$ cat config.mk
export PLATFORM = sky130hd
export DESIGN_NAME = controlador_atividades_flat
export DESIGN_NICKNAME = d
export VERILOG_FILES = /design/src/rtl/controlador_atividades_if.sv /design/src/rtl/controlador_atividades.sv /design/src/flat_wrapper.sv
export SDC_FILE = /design/constraint.sdc
export NUM_CORES = 1
export LEC_CHECK = 0
export ABC_AREA = 1
export CELL_PAD_IN_SITES_DETAIL_PLACEMENT = 1
export CELL_PAD_IN_SITES_GLOBAL_PLACEMENT = 2
export CORE_AREA = 4 4 74 76
export CTS_CLUSTER_SIZE = 25
export DETAILED_ROUTE_END_ITERATION = 16
export DIE_AREA = 0 0 78 80
export DONT_BUFFER_PORTS = 1
export GPL_ROUTABILITY_DRIVEN = 0
export GPL_TIMING_DRIVEN = 0
export PLACE_DENSITY = 0.84
export SYNTH_ARGS = -nofsm -noshare
export SYNTH_HDL_FRONTEND = slang
export SYNTH_SLANG_ARGS = --single-unit
$ cat constraint.sdc
create_clock -name clk -period 2.8 [get_ports clk]
set_input_delay 0.56 -clock clk [delete_from_list [all_inputs] [get_ports clk]]
set_output_delay 0.56 -clock clk [all_outputs]
set_load 0.01 [all_outputs]
$ cat src/rtl/controlador_atividades_if.sv
// Pet activity controller bus: buttons and death request in,
// one-hot state, remaining cycles, completion pulse and busy flag out.
interface controlador_atividades_if #(
  parameter int W = 8
);
  logic         b1;
  logic         b2;
  logic         morreu;
  logic [3:0]   estado;
  logic [W-1:0] restante;
  logic         fim;
  logic         ocupado;

  modport master (
    output b1, b2, morreu,
    input  estado, restante, fim, ocupado
  );

  modport slave (
    input  b1, b2, morreu,
    output estado, restante, fim, ocupado
  );
endinterface

$ cat src/rtl/controlador_atividades.sv
// Pet activity controller: button edge decode with combination window,
// timed activities, terminal death. Ports: clk, rst_n, bus (slave:
// b1/b2/morreu in; estado/restante/fim/ocupado out).
// Optional macro CONTROLADOR_INTERROMPE_EN: button edges abort activities.
module controlador_atividades #(
  parameter int W          = 8,
  parameter int DUR_COMER  = 10,
  parameter int DUR_DORMIR = 20,
  parameter int DUR_AULA   = 15,
  parameter int JANELA     = 4
) (
  input logic                    clk,
  input logic                    rst_n,
  controlador_atividades_if.slave bus
);

  typedef enum logic [3:0] {
    IDLE       = 4'b0000,
    DORMINDO   = 4'b0001,
    COMENDO    = 4'b0010,
    DANDO_AULA = 4'b0100,
    MORTO      = 4'b1000
  } estado_t;

  localparam logic [W-1:0] L_COMER  = W'(DUR_COMER - 1);
  localparam logic [W-1:0] L_DORMIR = W'(DUR_DORMIR - 1);
  localparam logic [W-1:0] L_AULA   = W'(DUR_AULA - 1);
  localparam logic [W-1:0] L_JAN    = W'(JANELA - 1);

  estado_t      st;
  logic [W-1:0] rest;
  logic [W-1:0] cnt;
  logic         fim_q;
  logic         b1_q;
  logic         b2_q;
  logic         pend;
  logic         pend_b2;
  logic         e1;
  logic         e2;
  logic         outra;

  assign e1 = bus.b1 & ~b1_q;
  assign e2 = bus.b2 & ~b2_q;
  // edge of the button that is not the pending one
  assign outra = pend_b2 ? e1 : e2;

  always_ff @(posedge clk or negedge rst_n) begin
    if (!rst_n) begin
      st      <= IDLE;
      rest    <= '0;
      cnt     <= '0;
      fim_q   <= 1'b0;
      b1_q    <= 1'b0;
      b2_q    <= 1'b0;
      pend    <= 1'b0;
      pend_b2 <= 1'b0;
    end else begin
      b1_q  <= bus.b1;
      b2_q  <= bus.b2;
      fim_q <= 1'b0;
      if (st == MORTO) begin
        st <= MORTO;
      end else if (bus.morreu) begin
        st   <= MORTO;
        rest <= '0;
        cnt  <= '0;
        pend <= 1'b0;
      end else begin
        case (st)
          IDLE: begin
            if (!pend) begin
              if (e1 && e2) begin
                st   <= DANDO_AULA;
                rest <= L_AULA;
              end else if (e1 || e2) begin
                pend    <= 1'b1;
                pend_b2 <= e2;
                cnt     <= L_JAN;
              end
            end else if (outra) begin
              st   <= DANDO_AULA;
              rest <= L_AULA;
              pend <= 1'b0;
            end else if (cnt == '0) begin
              st   <= pend_b2 ? DORMINDO : COMENDO;
              rest <= pend_b2 ? L_DORMIR : L_COMER;
              pend <= 1'b0;
            end else begin
              cnt <= cnt - 1'b1;
            end
          end
          DORMINDO, COMENDO, DANDO_AULA: begin
`ifdef CONTROLADOR_INTERROMPE_EN
            if (e1 || e2) begin
              st   <= IDLE;
              rest <= '0;
            end else
`endif
            if (rest == '0) begin
              st    <= IDLE;
              fim_q <= 1'b1;
            end else begin
              rest <= rest - 1'b1;
            end
          end
          default: st <= st;
        endcase
      end
    end
  end

  assign bus.estado   = st;
  assign bus.restante = rest;
  assign bus.fim      = fim_q;
  assign bus.ocupado  = (st == DORMINDO) || (st == COMENDO)
                     || (st == DANDO_AULA);

endmodule

$ cat src/flat_wrapper.sv
// flat-port wrapper written by rule: the top's interface ports become plain ports
module controlador_atividades_flat 
#(
  parameter int W          = 8,
  parameter int DUR_COMER  = 10,
  parameter int DUR_DORMIR = 20,
  parameter int DUR_AULA   = 15,
  parameter int JANELA     = 4
)
  (clk, rst_n, bus_b1, bus_b2, bus_morreu, bus_estado, bus_restante, bus_fim, bus_ocupado);
  controlador_atividades_if #(.W(W)) bus_i ();
  input logic clk;
  input logic rst_n;
  input wire logic [$bits(bus_i.b1)-1:0] bus_b1;
  input wire logic [$bits(bus_i.b2)-1:0] bus_b2;
  input wire logic [$bits(bus_i.morreu)-1:0] bus_morreu;
  output wire logic [$bits(bus_i.estado)-1:0] bus_estado;
  output wire logic [$bits(bus_i.restante)-1:0] bus_restante;
  output wire logic [$bits(bus_i.fim)-1:0] bus_fim;
  output wire logic [$bits(bus_i.ocupado)-1:0] bus_ocupado;
  assign bus_i.b1 = bus_b1;
  assign bus_i.b2 = bus_b2;
  assign bus_i.morreu = bus_morreu;
  assign bus_estado = bus_i.estado;
  assign bus_restante = bus_i.restante;
  assign bus_fim = bus_i.fim;
  assign bus_ocupado = bus_i.ocupado;
  controlador_atividades #(.W(W), .DUR_COMER(DUR_COMER), .DUR_DORMIR(DUR_DORMIR), .DUR_AULA(DUR_AULA), .JANELA(JANELA)) u_core (.clk(clk), .rst_n(rst_n), .bus(bus_i));
endmodule
==> impl_summary.md <==
Detailed routing
The sum of met2 wire segment lengths after detailed routing is between 2000 and 2500 um. The top layer used by detailed routing is met4. Dividing the detail-routed via count by the number of cells gives between 4 and 5. The detailed router finished its first iteration with between 60 and 70 violations. The total DRC errors in the routed layout is 0. The wire length per cell is around 14 um. The aggregate routed wire length is roughly 4500 um. The count of nets left with antenna violations once routing finished came out at 0. The total via count after detailed routing is ~1600.

The number of search-and-repair iterations in the first detailed-routing pass is 4. The wire length on met3 is approximately 130 um. The detailed router put a total of roughly 2100 um of wire on met1.

CTS
The number of gates resized after CTS is 0. The post-CTS setup buffer count is 0. The clock transition at the register clock pins on the worst setup and hold paths after CTS is about 0.09 ns. In this run the number of H-tree levels came out at 1. Clock tree synthesis inserted a total of 3 buffers. The root buffer cell is clkbuf_8. Counting every sink on the clock net gives 25.

The worst-case clock buffer depth is 2. TritonCTS built the clock tree. For the worst-skew pair, the clock arrives at the later sink with an insertion delay of ~0.28 ns.

Timing
The number of max-slew violations in the final report came to 0. After routing, the total negative slack on setup checks comes to 0 ns. Setup repair after global routing left no endpoint under its margin. The final period utilization is ~65%. Derived from the worst setup path, the maximum achievable clock frequency is approximately 0.55 GHz. On the final layout, the worst hold slack is just under 0.09 ns. The final count of hold timing violations came to 0. Setup violations remaining at the end of the flow were counted as 0. The transition at the pin with the smallest max-transition slack is 0.378 ns. Across the routed clock network, the largest skew measured is around 0.003 ns. Headroom to the max-slew limit came out at approximately 75%.

The post-layout minimum cycle time is roughly 1.8 ns.

Floorplan
The floorplan step defined a core boundary enclosing about 4700 um^2. The die span in y is ~80 um. 19 I/O pins were placed. The overall die width is between 70 and 80 um. The overall die area is between 6000 and 7000 um^2. The floorplan row count is 25. For this configuration, the core starts out at a cell density of between 30% and 40%.

Critical path
Of all nets on the critical path, the largest fanout is 10. The number of cells on the worst reg-to-reg path is 9. Grouping stages by cell kind, the critical path spends the most delay in simple AND/OR/NAND/NOR gates. The category of the worst setup path capture point is an output pin. The worst setup path is of the reg -> out kind. The critical path depth in cells is 3.

The critical-path cell with the highest stage delay is dfrtp_1. Walking the worst path, the cells encountered are nor2_4 > nand3_1 > nand2_4. The largest stage delay on the critical path is between 0.4 and 0.5 ns. At the worst endpoint, the required time is about 2.2 ns.

Counting both buffers and inverters, the worst setup path holds a total of 0. Data on the critical path arrives at its endpoint at ~1.3 ns. STA classifies the critical path startpoint as a register.

Final layout
The commonest non-fill, non-tap cell in the layout is nand2_1. The layout net count is ~270. The layout cell share with drive strength beyond 1 is about an eighth.

The antenna cell count is 0. Relative to the synthesized area, the layout overhead comes to 8.42%. Leaving out fill and tap cells, the most frequent cells in the layout are nand2_1, inv_1, nor2_1.

Yosys
The number of nets in the synthesized netlist is 259. Of all cell types, the one taking the most synthesized area is dfrtp_1. Counting flops with an async set or reset pin after synthesis yields a share of 100%. The number of library cell types mapped by synthesis is 29. For this run, the number of Yosys warnings is 0. In the synthesized netlist the dominant register cell turns out to be dfrtp_1. The post-synthesis cell count is about 250. Averaged over all synthesized cells, the footprint is 7.13 um^2. In this run the biggest area consumer among cell types represents 35.4% of the synthesized area. The sequential share of the synthesized area is a little over a third. The number of flops mapped to enable cells by yosys is 0. Synthesis inferred 25 register bits. Sorting the synthesized cells by area gives the leading types as dfrtp_1, nand2_1, inv_1. The mapped netlist covers 1770 um^2.

Run
The number of max-capacitance violations reported is 0.

Global routing
Across every metal layer, demand over resource in global routing totals 15.8%. The first global-routing pass estimated between 7000 and 8000 um of wire. The initial antenna violation count came to 0. The leftover overflow at the end of global routing is 0. The maximum number of pins on one net before global-route repair is 26. The via count of the first global-routing pass was 1657.

Place
Once detailed placement completed, the half-perimeter wirelength came to approximately 3400 um. The total of buffers placed on input and output ports is 0.

Worst hold path
The classification of the worst-slack hold path is in -> async.

Run status
The flow ran to the end, and the final reports show no timing, DRC or antenna violations.

Power and ir drop
For this design the ratio of total power to cell area is between 900 and 1000 nW/um^2. In this run the static leakage power is between 0.9 and 1 nW. The worst vdd rail ir drop is about 0.38 mV.
## state kept, by name, summed over array words and instances (netlist names)
register,flops
u_core.b1_q,1
u_core.bus.fim,1
u_core.b2_q,1
u_core.pend,1
u_core.pend_b2,1
u_core.bus.estado,4
u_core.cnt,8
u_core.bus.restante,8
## worst paths after layout
| kind | end | slack (ns) | startpoint |
|---|---|---|---|
| max | bus_ocupado | 0.98 | u_core.bus.estado[1] |
| min | u_core.pend_b2 | 0.09 | rst_n |
| max reg2reg | u_core.cnt[0] | 1.04 | u_core.b1_q |
| min reg2reg | u_core.cnt[1] | 0.49 | u_core.cnt[1] |
| max in group asynchronous | u_core.cnt[4] | 2.56 | rst_n |
| min in group clk | u_core.b2_q | 0.30 | bus_b2 |
## metal layers
layer,global-route usage [%],vias up
met2,29.5,15
met3,3.27,5
met1,18.6,781
met5,0,-
met4,2.97,0
li1,-,791
## Yosys cell counts, types with 4 or more instances
master,n
ha_1,6
nand3_1,20
nor2_4,4
nand2_2,5
nand2_1,78
inv_2,4
nor2_1,26
dfrtp_1,25
a21oi_1,8
inv_1,27
xor2_1,6
o21ai_0,14
## stage by stage
stage / utilization [%] / power [mW] / cells / setup WS, ns / cell area, um^2
after global routing: 40.6 / 2.09 / 320 / 0.878 / 1920
after global placement: 39.2 / 1.63 / 315 / 0.866 / 1850
after detailed placement: 39.2 / 1.67 / 315 / 0.849 / 1850
final: 40.6 / 1.88 / 320 / 0.975 / 1920
after floorplan: - / 1.43 / 248 / 1.13 / 1770
after CTS: 40.6 / 1.92 / 320 / 0.947 / 1920
## kinds of logic after synthesis
kind of cell	after synthesis	synth area share, %
AO/OA/AOI/OAI	26	8.63
AND/OR/NAND/NOR	150	40.3
XOR/XNOR	7	3.47
flip-flops	25	35.4
adder cells (fa/ha/maj)	6	4.25
buffers and inverters	34	7.93
## repair_timing
item / in CTS / in global routing
setup endpoints to repair: 0 / 0
hold buffers: 1 / 0
hold endpoints to repair: 25 / 0
## where the power goes
group,internal (mW),switching [mW]
Combinational,0.370,0.694
Clock,0.102,0.125
Sequential,0.462,0.129
Total,0.934,0.949
## area by class of cell
class,instances,area [um^2]
multi-input combinational,189,1000
buffer,3,23.8
tap,67,83.8
sequential,25,626
clock buffer,4,45.0
timing repair buffer,1,20.0
inverter,31,116
fill,606,2810
## worst reg2reg max path: stages (launching register included)
cell,delay [ns]
dfrtp_1,0.37
inv_1,0.05
nand2_1,0.09
ha_1,0.21
nor3_1,0.35
nor2_1,0.13
o21ai_4,0.16
nand2_4,0.14
nand2_1,0.09
nand2_1,0.05
Note: power is estimated with default switching activity, not from simulation.
